===== config.mk =====
export PLATFORM = sky130hd
export DESIGN_NAME = bfis_query_scheduler
export DESIGN_NICKNAME = d
export VERILOG_FILES = /design/src/rtl/bfis_sched_pkg.sv /design/src/rtl/sched_result_fifo.sv /design/src/rtl/bfis_query_scheduler.sv
export SDC_FILE = /design/constraint.sdc
export NUM_CORES = 1
export LEC_CHECK = 0
export BUFFER_PORTS_ARGS = -buffer_cell sky130_fd_sc_hd__buf_2
export CAP_MARGIN = 20
export CORE_AREA = 2 2 219 221
export CTS_BUF_LIST = sky130_fd_sc_hd__clkbuf_4 sky130_fd_sc_hd__clkbuf_8
export CTS_CLUSTER_DIAMETER = 30
export CTS_CLUSTER_SIZE = 12
export DETAILED_ROUTE_END_ITERATION = 8
export DIE_AREA = 0 0 221 223
export MAX_ROUTING_LAYER = met4
export PLACE_DENSITY = 0.78
export SYNTH_ARGS = -nofsm -noshare
export SYNTH_HDL_FRONTEND = slang
export SYNTH_SLANG_ARGS = --single-unit

===== constraint.sdc =====
create_clock -name clk_in -period 2.9 [get_ports clk_in]
set_input_delay 0.58 -clock clk_in [delete_from_list [all_inputs] [get_ports clk_in]]
set_output_delay 0.58 -clock clk_in [all_outputs]
set_load 0.01 [all_outputs]

===== src/rtl/bfis_sched_pkg.sv =====
`timescale 1ns/1ps
`default_nettype none
// ============================================================================
// Module      : bfis_sched_pkg
// Description : Shared types and helpers for the bfis query scheduler:
//               FSM state encoding, query vector type and k clamping.
// Revision    : 1.0  initial release
// ============================================================================
package bfis_sched_pkg;

    // Scheduler FSM encoding; the values are visible on the debug port.
    typedef enum logic [2:0] {
        S_IDLE   = 3'd0,
        S_LAUNCH = 3'd1,
        S_RUN    = 3'd2,
        S_ABORT  = 3'd3,
        S_DRAIN  = 3'd4
    } sched_state_t;

    // Default-width query vector (DIM 32-bit elements).
    localparam int QUERY_DIM = 4;
    typedef logic [QUERY_DIM-1:0][31:0] query_t;

    // Effective k: at least one result, never more than the buffer holds.
    function automatic logic [15:0] clamp_k(input logic [15:0] k, input logic [15:0] max_k);
        if (k == 16'd0) begin
            return 16'd1;
        end else if (k > max_k) begin
            return max_k;
        end else begin
            return k;
        end
    endfunction

endpackage
`default_nettype wire


===== src/rtl/sched_result_fifo.sv =====
`timescale 1ns/1ps
`default_nettype none
// ============================================================================
// Module      : sched_result_fifo
// Description : First-word-fallthrough FIFO buffering engine results until
//               they are returned on the response port. Synchronous clear,
//               active-low asynchronous reset. Pushes while full are ignored.
// Revision    : 1.0  initial release
// ============================================================================
module sched_result_fifo #(
    parameter  int DEPTH = 8,
    parameter  int WIDTH = 32,
    localparam int CNT_W = $clog2(DEPTH + 1),
    localparam int PTR_W = (DEPTH > 1) ? $clog2(DEPTH) : 1
) (
    input  logic             clk_in,
    input  logic             rst_in,
    input  logic             clr_in,
    input  logic             push_in,
    input  logic [WIDTH-1:0] push_data_in,
    input  logic             pop_in,
    output logic [WIDTH-1:0] pop_data_out,
    output logic             empty_out,
    output logic             full_out,
    output logic [CNT_W-1:0] count_out
);

    localparam logic [PTR_W-1:0] PTR_LAST = PTR_W'(DEPTH - 1);
    localparam logic [CNT_W-1:0] CNT_FULL = CNT_W'(DEPTH);

    logic [WIDTH-1:0] mem_q [DEPTH];
    logic [WIDTH-1:0] mem_d [DEPTH];
    logic [PTR_W-1:0] wr_ptr_q, wr_ptr_d;
    logic [PTR_W-1:0] rd_ptr_q, rd_ptr_d;
    logic [CNT_W-1:0] cnt_q, cnt_d;
    logic             do_push;
    logic             do_pop;

    assign empty_out    = (cnt_q == '0);
    assign full_out     = (cnt_q == CNT_FULL);
    assign count_out    = cnt_q;
    assign pop_data_out = mem_q[rd_ptr_q];
    assign do_push      = push_in && !full_out;
    assign do_pop       = pop_in && !empty_out;

    // Next-state for storage, pointers (with non-power-of-two wrap) and count.
    always_comb begin
        mem_d    = mem_q;
        wr_ptr_d = wr_ptr_q;
        rd_ptr_d = rd_ptr_q;
        cnt_d    = cnt_q;
        if (clr_in) begin
            wr_ptr_d = '0;
            rd_ptr_d = '0;
            cnt_d    = '0;
        end else begin
            if (do_push) begin
                mem_d[wr_ptr_q] = push_data_in;
                wr_ptr_d        = (wr_ptr_q == PTR_LAST) ? '0 : wr_ptr_q + 1'b1;
            end
            if (do_pop) begin
                rd_ptr_d = (rd_ptr_q == PTR_LAST) ? '0 : rd_ptr_q + 1'b1;
            end
            case ({do_push, do_pop})
                2'b10:   cnt_d = cnt_q + 1'b1;
                2'b01:   cnt_d = cnt_q - 1'b1;
                default: cnt_d = cnt_q;
            endcase
        end
    end

    // State registers; reset wipes the contents as well as the pointers.
    always_ff @(posedge clk_in or negedge rst_in) begin
        if (!rst_in) begin
            for (int i = 0; i < DEPTH; i++) begin
                mem_q[i] <= '0;
            end
            wr_ptr_q <= '0;
            rd_ptr_q <= '0;
            cnt_q    <= '0;
        end else begin
            mem_q    <= mem_d;
            wr_ptr_q <= wr_ptr_d;
            rd_ptr_q <= rd_ptr_d;
            cnt_q    <= cnt_d;
        end
    end

endmodule
`default_nettype wire


===== src/rtl/bfis_query_scheduler.sv =====
`timescale 1ns/1ps
`default_nettype none
// ============================================================================
// Module      : bfis_query_scheduler
// Description : Shares one bfis search engine among NUM_REQ query sources.
//               Round-robin arbitration, one query in flight, result
//               buffering, valid/ready response return and a watchdog that
//               resets a stuck engine and returns an abort marker.
// Revision    : 1.0  initial release
// ============================================================================
module bfis_query_scheduler
    import bfis_sched_pkg::*;
#(
    parameter  int          NUM_REQ        = 2,
    parameter  int          DIM            = 4,
    parameter  int          RES_DEPTH      = 8,
    parameter  int          TIMEOUT_CYCLES = 4096,
    parameter  logic [31:0] ENTRY_VERTEX   = 32'd1,
    localparam int          ID_W           = (NUM_REQ > 1) ? $clog2(NUM_REQ) : 1
) (
    input  logic                              clk_in,
    input  logic                              rst_in,
    input  logic [NUM_REQ-1:0]                req_valid_in,
    output logic [NUM_REQ-1:0]                req_ready_out,
    input  logic [NUM_REQ-1:0][DIM-1:0][31:0] req_query_in,
    input  logic [NUM_REQ-1:0][15:0]          req_k_in,
    output logic                              eng_rst_out,
    output logic                              eng_valid_out,
    output logic [31:0]                       eng_vertex_id_out,
    output logic [DIM-1:0][31:0]              eng_query_out,
    output logic [15:0]                       eng_k_out,
    input  logic [31:0]                       eng_result_in,
    input  logic                              eng_result_valid_in,
    output logic                              rsp_valid_out,
    input  logic                              rsp_ready_in,
    output logic [ID_W-1:0]                   rsp_id_out,
    output logic [31:0]                       rsp_data_out,
    output logic                              rsp_last_out,
    output logic                              rsp_timeout_out,
    output logic                              busy_out,
    output logic [2:0]                        state_out,
    output logic [15:0]                       drop_cnt_out
);

    localparam int              WD_W    = (TIMEOUT_CYCLES > 1) ? $clog2(TIMEOUT_CYCLES) : 1;
    localparam int              CNT_W   = $clog2(RES_DEPTH + 1);
    localparam logic [15:0]     K_MAX   = 16'(RES_DEPTH);
    localparam logic [WD_W-1:0] WD_LAST = WD_W'(TIMEOUT_CYCLES - 1);
    localparam logic [ID_W-1:0] ID_LAST = ID_W'(NUM_REQ - 1);

    sched_state_t           state_q, state_d;
    logic [ID_W-1:0]        rr_ptr_q, rr_ptr_d;
    logic [ID_W-1:0]        grant_q, grant_d;
    logic [DIM-1:0][31:0]   query_q, query_d;
    logic [15:0]            k_q, k_d;
    logic [15:0]            res_cnt_q, res_cnt_d;
    logic [WD_W-1:0]        wd_cnt_q, wd_cnt_d;
    logic                   timed_out_q, timed_out_d;
    logic [15:0]            drop_cnt_q, drop_cnt_d;

    logic                   grant_found;
    logic [ID_W-1:0]        grant_idx;
    int                     cand;

    logic                   fifo_clr;
    logic                   fifo_push;
    logic                   fifo_pop;
    logic [31:0]            fifo_head;
    logic                   fifo_empty;
    logic                   fifo_full;
    logic [CNT_W-1:0]       fifo_count;
    logic                   is_drain;

    // Result buffer between the engine stream and the response port.
    sched_result_fifo #(
        .DEPTH (RES_DEPTH),
        .WIDTH (32)
    ) u_fifo (
        .clk_in       (clk_in),
        .rst_in       (rst_in),
        .clr_in       (fifo_clr),
        .push_in      (fifo_push),
        .push_data_in (eng_result_in),
        .pop_in       (fifo_pop),
        .pop_data_out (fifo_head),
        .empty_out    (fifo_empty),
        .full_out     (fifo_full),
        .count_out    (fifo_count)
    );

    // Round-robin search: first valid requester at or above rr_ptr, wrapping.
    always_comb begin
        grant_found = 1'b0;
        grant_idx   = rr_ptr_q;
        cand        = 0;
        for (int i = 0; i < NUM_REQ; i++) begin
            cand = (int'(rr_ptr_q) + i) % NUM_REQ;
            if (!grant_found && req_valid_in[cand[ID_W-1:0]]) begin
                grant_found = 1'b1;
                grant_idx   = cand[ID_W-1:0];
            end
        end
    end

    // Only the granted requester sees ready, and only while idle and out of reset.
    always_comb begin
        req_ready_out = '0;
        if (rst_in && (state_q == S_IDLE) && grant_found) begin
            req_ready_out[grant_idx] = 1'b1;
        end
    end

    // Scheduler FSM, watchdog, result counting and drop accounting.
    always_comb begin
        state_d     = state_q;
        rr_ptr_d    = rr_ptr_q;
        grant_d     = grant_q;
        query_d     = query_q;
        k_d         = k_q;
        res_cnt_d   = res_cnt_q;
        wd_cnt_d    = wd_cnt_q;
        timed_out_d = timed_out_q;
        drop_cnt_d  = drop_cnt_q;
        fifo_clr    = 1'b0;
        fifo_push   = 1'b0;
        fifo_pop    = 1'b0;

        case (state_q)
            S_IDLE: begin
                if (grant_found) begin
                    grant_d = grant_idx;
                    query_d = req_query_in[grant_idx];
                    k_d     = clamp_k(req_k_in[grant_idx], K_MAX);
                    state_d = S_LAUNCH;
                end
            end
            S_LAUNCH: begin
                res_cnt_d   = '0;
                wd_cnt_d    = '0;
                timed_out_d = 1'b0;
                fifo_clr    = 1'b1;
                state_d     = S_RUN;
            end
            S_RUN: begin
                wd_cnt_d = wd_cnt_q + 1'b1;
                // A result arriving on the timeout cycle is kept; completion wins.
                if (eng_result_valid_in) begin
                    fifo_push = !fifo_full;
                    res_cnt_d = res_cnt_q + 16'd1;
                    if ((res_cnt_q + 16'd1) >= k_q) begin
                        state_d = S_DRAIN;
                    end else if (wd_cnt_q == WD_LAST) begin
                        state_d = S_ABORT;
                    end
                end else if (wd_cnt_q == WD_LAST) begin
                    state_d = S_ABORT;
                end
            end
            S_ABORT: begin
                timed_out_d = 1'b1;
                state_d     = S_DRAIN;
            end
            S_DRAIN: begin
                if (rsp_ready_in) begin
                    fifo_pop = !fifo_empty;
                    if (rsp_last_out) begin
                        rr_ptr_d    = (grant_q == ID_LAST) ? '0 : grant_q + 1'b1;
                        timed_out_d = 1'b0;
                        state_d     = S_IDLE;
                    end
                end
            end
            default: state_d = S_IDLE;
        endcase

        // Anything the engine produces outside RUN has nowhere to go.
        if (eng_result_valid_in && (state_q != S_RUN) && (drop_cnt_q != 16'hFFFF)) begin
            drop_cnt_d = drop_cnt_q + 16'd1;
        end
    end

    // Scheduler registers.
    always_ff @(posedge clk_in or negedge rst_in) begin
        if (!rst_in) begin
            state_q     <= S_IDLE;
            rr_ptr_q    <= '0;
            grant_q     <= '0;
            query_q     <= '0;
            k_q         <= '0;
            res_cnt_q   <= '0;
            wd_cnt_q    <= '0;
            timed_out_q <= 1'b0;
            drop_cnt_q  <= '0;
        end else begin
            state_q     <= state_d;
            rr_ptr_q    <= rr_ptr_d;
            grant_q     <= grant_d;
            query_q     <= query_d;
            k_q         <= k_d;
            res_cnt_q   <= res_cnt_d;
            wd_cnt_q    <= wd_cnt_d;
            timed_out_q <= timed_out_d;
            drop_cnt_q  <= drop_cnt_d;
        end
    end

    assign is_drain = (state_q == S_DRAIN);

    // An empty buffer in DRAIN only happens after a timeout with no results:
    // that case is a single zero-data abort beat.
    assign rsp_valid_out     = is_drain;
    assign rsp_last_out      = is_drain && (fifo_empty || (fifo_count == CNT_W'(1)));
    assign rsp_data_out      = (is_drain && !fifo_empty) ? fifo_head : 32'd0;
    assign rsp_timeout_out   = is_drain && timed_out_q;
    assign rsp_id_out        = grant_q;

    // Engine is held in reset alongside the scheduler and pulsed on abort.
    assign eng_rst_out       = !rst_in || (state_q == S_ABORT);
    assign eng_valid_out     = (state_q == S_LAUNCH);
    assign eng_vertex_id_out = ENTRY_VERTEX;
    assign eng_query_out     = query_q;
    assign eng_k_out         = k_q;

    assign busy_out          = (state_q != S_IDLE);
    assign state_out         = state_q;
    assign drop_cnt_out      = drop_cnt_q;

endmodule
`default_nettype wire

==> summary by stage <==
Final layout
From synthesis to final layout, the design area changed by 28.82%. The net count reported at finish is 2850. The library cells used most frequently in the layout, excluding fill and tap cells, are sky130_fd_sc_hd__buf_2 (526), sky130_fd_sc_hd__dfrtp_1 (456), sky130_fd_sc_hd__nand2_1 (309). Of the cells placed in the final design, the portion with a size suffix greater than 1 is 0.4279. The library cell used most frequently in the layout, excluding fill and tap cells, is sky130_fd_sc_hd__buf_2.

The layout has 3736 filler cells. The flip-flop and latch area is 11520 um2. The area of the multi-input gates is 9632 um2.

Clock network
TritonCTS built the clock tree. The number of H-tree levels is 3. After clock tree synthesis, the clock-pin slew on the worst setup and hold paths is 0.06 ns. The insertion delay to the later sink of the worst-skew pair is 0.71 ns.

The clock root buffer is sky130_fd_sc_hd__clkbuf_8. The maximum buffer depth of the clock tree is 3. The number of clock sinks is 460. The number of clock buffers added by TritonCTS is 100.

Synth
The register area share after synthesis is 0.5283. The Yosys step of the flow raised 0 warnings. The register bit total from synthesis is 460. The number of distinct library cell variants in the gate-level netlist after synthesis is 67. Of all flip-flops after synthesis, the portion carrying an async set or reset was 1.000. Summing every instance area after synthesis gives 21790 um2.

Counting flops with a built-in enable in the synthesized netlist gives 0. Averaged over all synthesized cells, the footprint is 11.46 um2. The top flip-flop cell by instance count after synthesis is sky130_fd_sc_hd__dfrtp_1. After technology mapping, the gate count stands at 1902.

STA
The minimum setup slack in the final design is -0.1139 ns. The count of final hold-check violations came to 0. Setup repair after global routing could not meet its margin everywhere. For the pin with the worst max-slew slack, the measured transition is 0.7792 ns. The fmax is 0.3318 GHz. The number of max-slew violations in the final report is 0. The fraction of the cycle the final worst path needs is 1.039.

The final setup TNS is -1.675 ns. The clock skew is 0.04974 ns. The final critical path time including I/O delays and setup is 3.014 ns. The worst slew slack as a fraction of its limit is 0.4770. The count of final setup violators is 29.

Die
The die is 223 um tall. The die covers 49280 um2. The number of top-level pins is 562.

The die extent in x is 221 um. The initial utilization of the core area, before any placement, comes to 0.4622. The total area inside the core boundary comes to 47150 um2. The number of rows created at floorplan is 80.

Status
The checks that failed: negative setup slack. The run finished, with violations left.

Global route
The via count of the first global-routing pass is 18177. The global-route wire length before repair is 112500 um. In the global route stage, overall resource usage came out at 0.3131. The initial antenna violation count is 41.

The largest net degree at the start of global routing is 91. The final global-route overflow total is 0.

Setup path
The worst setup path is captured at an output pin. The endpoint of the lowest-slack register-to-register path is state_out[2]. The worst-case register-to-register setup slack is 0.17 ns. The worst register-to-register path begins at res_cnt_q[3]. The launching element of the worst setup path is u_fifo.rd_ptr_q[0]. Of all nets on the critical path, the largest fanout is 7. The critical path class is flip-flop to output pin.

The startpoint kind of the worst setup timing path is a flip-flop. The worst register-to-register path has a depth of 11. The critical path ends at rsp_data_out[7]. STA puts the critical path data arrival time at 2.43 ns. For the worst setup path, the data required time is 2.32 ns.

Drt
For this block, the routed nets add up to 75660 um of wire. For this run, design rule violations remaining after detail routing come to 0. After detailed routing, the average wire length per cell comes to 23.46 um. The detailed router finished its first iteration with 1378 violations. Before antenna repair, the detailed router went through 7 iterations. Using the TritonRoute via totals, the vias-per-cell ratio works out to 5.591.

The number of vias in the routed layout is 18030. The antenna violation net count after detailed routing is 0.

Placement
Buffers placed on the I/O ports in this run total 529. At the placement stage, the worst setup path has a slack of -0.009327 ns. Detailed placement ended at an HPWL of 54050 um. The congestion estimate from routability-driven global placement came to 1.015.

Min path
The number of cells traversed by the worst hold path is 3. The path class of the tightest hold or removal check is input pin to flip-flop.

Power and ir drop
The worst supply voltage drop on vdd is 0.0006809 V. In this run the power density over the cells is 958.2 nW/um2. Summed over all cells, the static leakage comes to 13.65 nW.

Flow run
Max-cap violations in this run came to 0.
==> sequential cells by signal (all words and copies together) (netlist names) <==
signal / count
timed_out_q: 1
eng_query_out: 128
u_fifo.count_out: 4
rsp_id_out: 1
drop_cnt_out: 16
rr_ptr_q: 1
state_out: 3
wd_cnt_q: 12
u_fifo.wr_ptr_q: 3
res_cnt_q: 16
eng_k_out: 16
u_fifo.mem_q: 256
u_fifo.rd_ptr_q: 3
==> stage by stage <==
stage	total power [W]	cells	cell area, um2	hold WS (ns)	util
after floorplan	0.01515	1932	21900	0.2844	-
after global placement	0.01830	2991	25340	0.4457	0.5376
after detailed placement	0.01870	2991	25340	0.4460	0.5376
after CTS	0.02696	3191	27930	0.07221	0.5923
after global routing	0.02827	3222	28060	0.1024	0.5952
final	0.02690	3225	28070	0.1290	0.5954
==> power breakdown <==
| part | total (W) | switching, W | internal (W) | leakage [nW] |
|---|---|---|---|---|
| Clock | 0.00771 | 0.00318 | 0.00453 | 1.14 |
| Sequential | 0.00992 | 0.00136 | 0.00855 | 5.88 |
| Combinational | 0.00927 | 0.00501 | 0.00425 | 6.63 |
==> synthesized netlist by cell type (3+ instances only) <==
cell type,count,area share
sky130_fd_sc_hd__a211oi_1,3,0.0010
sky130_fd_sc_hd__a21boi_0,3,0.0010
sky130_fd_sc_hd__a21oi_1,17,0.0039
sky130_fd_sc_hd__a31oi_1,132,0.038
sky130_fd_sc_hd__and3_1,13,0.0037
sky130_fd_sc_hd__and4_1,3,0.0012
sky130_fd_sc_hd__buf_1,16,0.0028
sky130_fd_sc_hd__buf_2,38,0.0087
sky130_fd_sc_hd__buf_4,38,0.013
sky130_fd_sc_hd__buf_6,3,0.0016
sky130_fd_sc_hd__clkbuf_1,57,0.0098
sky130_fd_sc_hd__dfrtp_1,460,0.53
sky130_fd_sc_hd__ha_1,26,0.015
sky130_fd_sc_hd__inv_1,25,0.0043
sky130_fd_sc_hd__mux2_1,57,0.029
sky130_fd_sc_hd__mux2_2,200,0.10
sky130_fd_sc_hd__mux2i_1,40,0.018
sky130_fd_sc_hd__mux4_2,64,0.066
sky130_fd_sc_hd__nand2_1,310,0.053
sky130_fd_sc_hd__nand3_1,28,0.0064
sky130_fd_sc_hd__nand4_1,16,0.0046
sky130_fd_sc_hd__nor2_1,204,0.035
sky130_fd_sc_hd__nor2b_1,4,0.0011
sky130_fd_sc_hd__nor3_1,15,0.0034
sky130_fd_sc_hd__nor4_1,7,0.0020
sky130_fd_sc_hd__o211ai_1,3,0.0010
sky130_fd_sc_hd__o21ai_0,33,0.0076
sky130_fd_sc_hd__o31ai_1,7,0.0024
sky130_fd_sc_hd__xnor2_1,23,0.0092
sky130_fd_sc_hd__xor2_1,10,0.0040
==> layer usage <==
| metal | routed length [um] | part of all wire | track usage |
|---|---|---|---|
| met3 | 5357 | 0.071 | 0.06466 |
| met2 | 35760 | 0.47 | 0.4856 |
| met1 | 28850 | 0.38 | 0.3737 |
| met5 | 0 | 0 | - |
| met4 | 5695 | 0.075 | 0.2022 |
==> what timing repair did <==
action                                  in CTS  in global routing
resized for setup                           24                 16
hold buffers                                 1                  0
endpoints found under the setup margin      33                 37
endpoints found under the hold margin       15                  0
setup buffers                               11                  6
pin swaps                                    3                 31
cloned                                       4                  0
==> cell type report <==
class                      count  share of cell area
sequential                   460              0.4104
clock inverter                52             0.01859
inverter                      26            0.003477
tap                          615             0.02741
multi-input combinational   1292              0.3431
timing repair buffer         618              0.1334
antenna                       30            0.002675
clock buffer                 132             0.06093
==> cells by family (layout without fill, tap and decap cells) <==
group,Yosys count,after routing,share of synthesized area
simple gates,620,620,0.1207
xor+xnor,33,33,0.01326
other cells,2,62,0.0003447
mux,361,361,0.2173
flops,460,460,0.5283
fa+ha+maj,26,26,0.01493
compound gates,220,220,0.06426
buf+inv,180,828,0.04088
==> worst min path at each step <==
stage | from | to | slack, ns
final | req_query_in[163] | eng_query_out[35] | 0.13
after global routing | req_query_in[134] | eng_query_out[6] | 0.10
after CTS | req_query_in[163] | eng_query_out[35] | 0.07
after detailed placement | rst_in | timed_out_q | 0.45
after global placement | rst_in | timed_out_q | 0.45
after floorplan | rst_in | drop_cnt_out[0] | 0.28
==> critical path: stages, from the launching register on <==
cell	delay, ns
sky130_fd_sc_hd__dfrtp_4	0.47
sky130_fd_sc_hd__buf_12	0.17
sky130_fd_sc_hd__buf_16	0.15
sky130_fd_sc_hd__mux4_2	0.50
sky130_fd_sc_hd__mux2i_1	0.18
sky130_fd_sc_hd__nor2_1	0.09
sky130_fd_sc_hd__buf_2	0.15
Power figures use the tool's default switching activity.
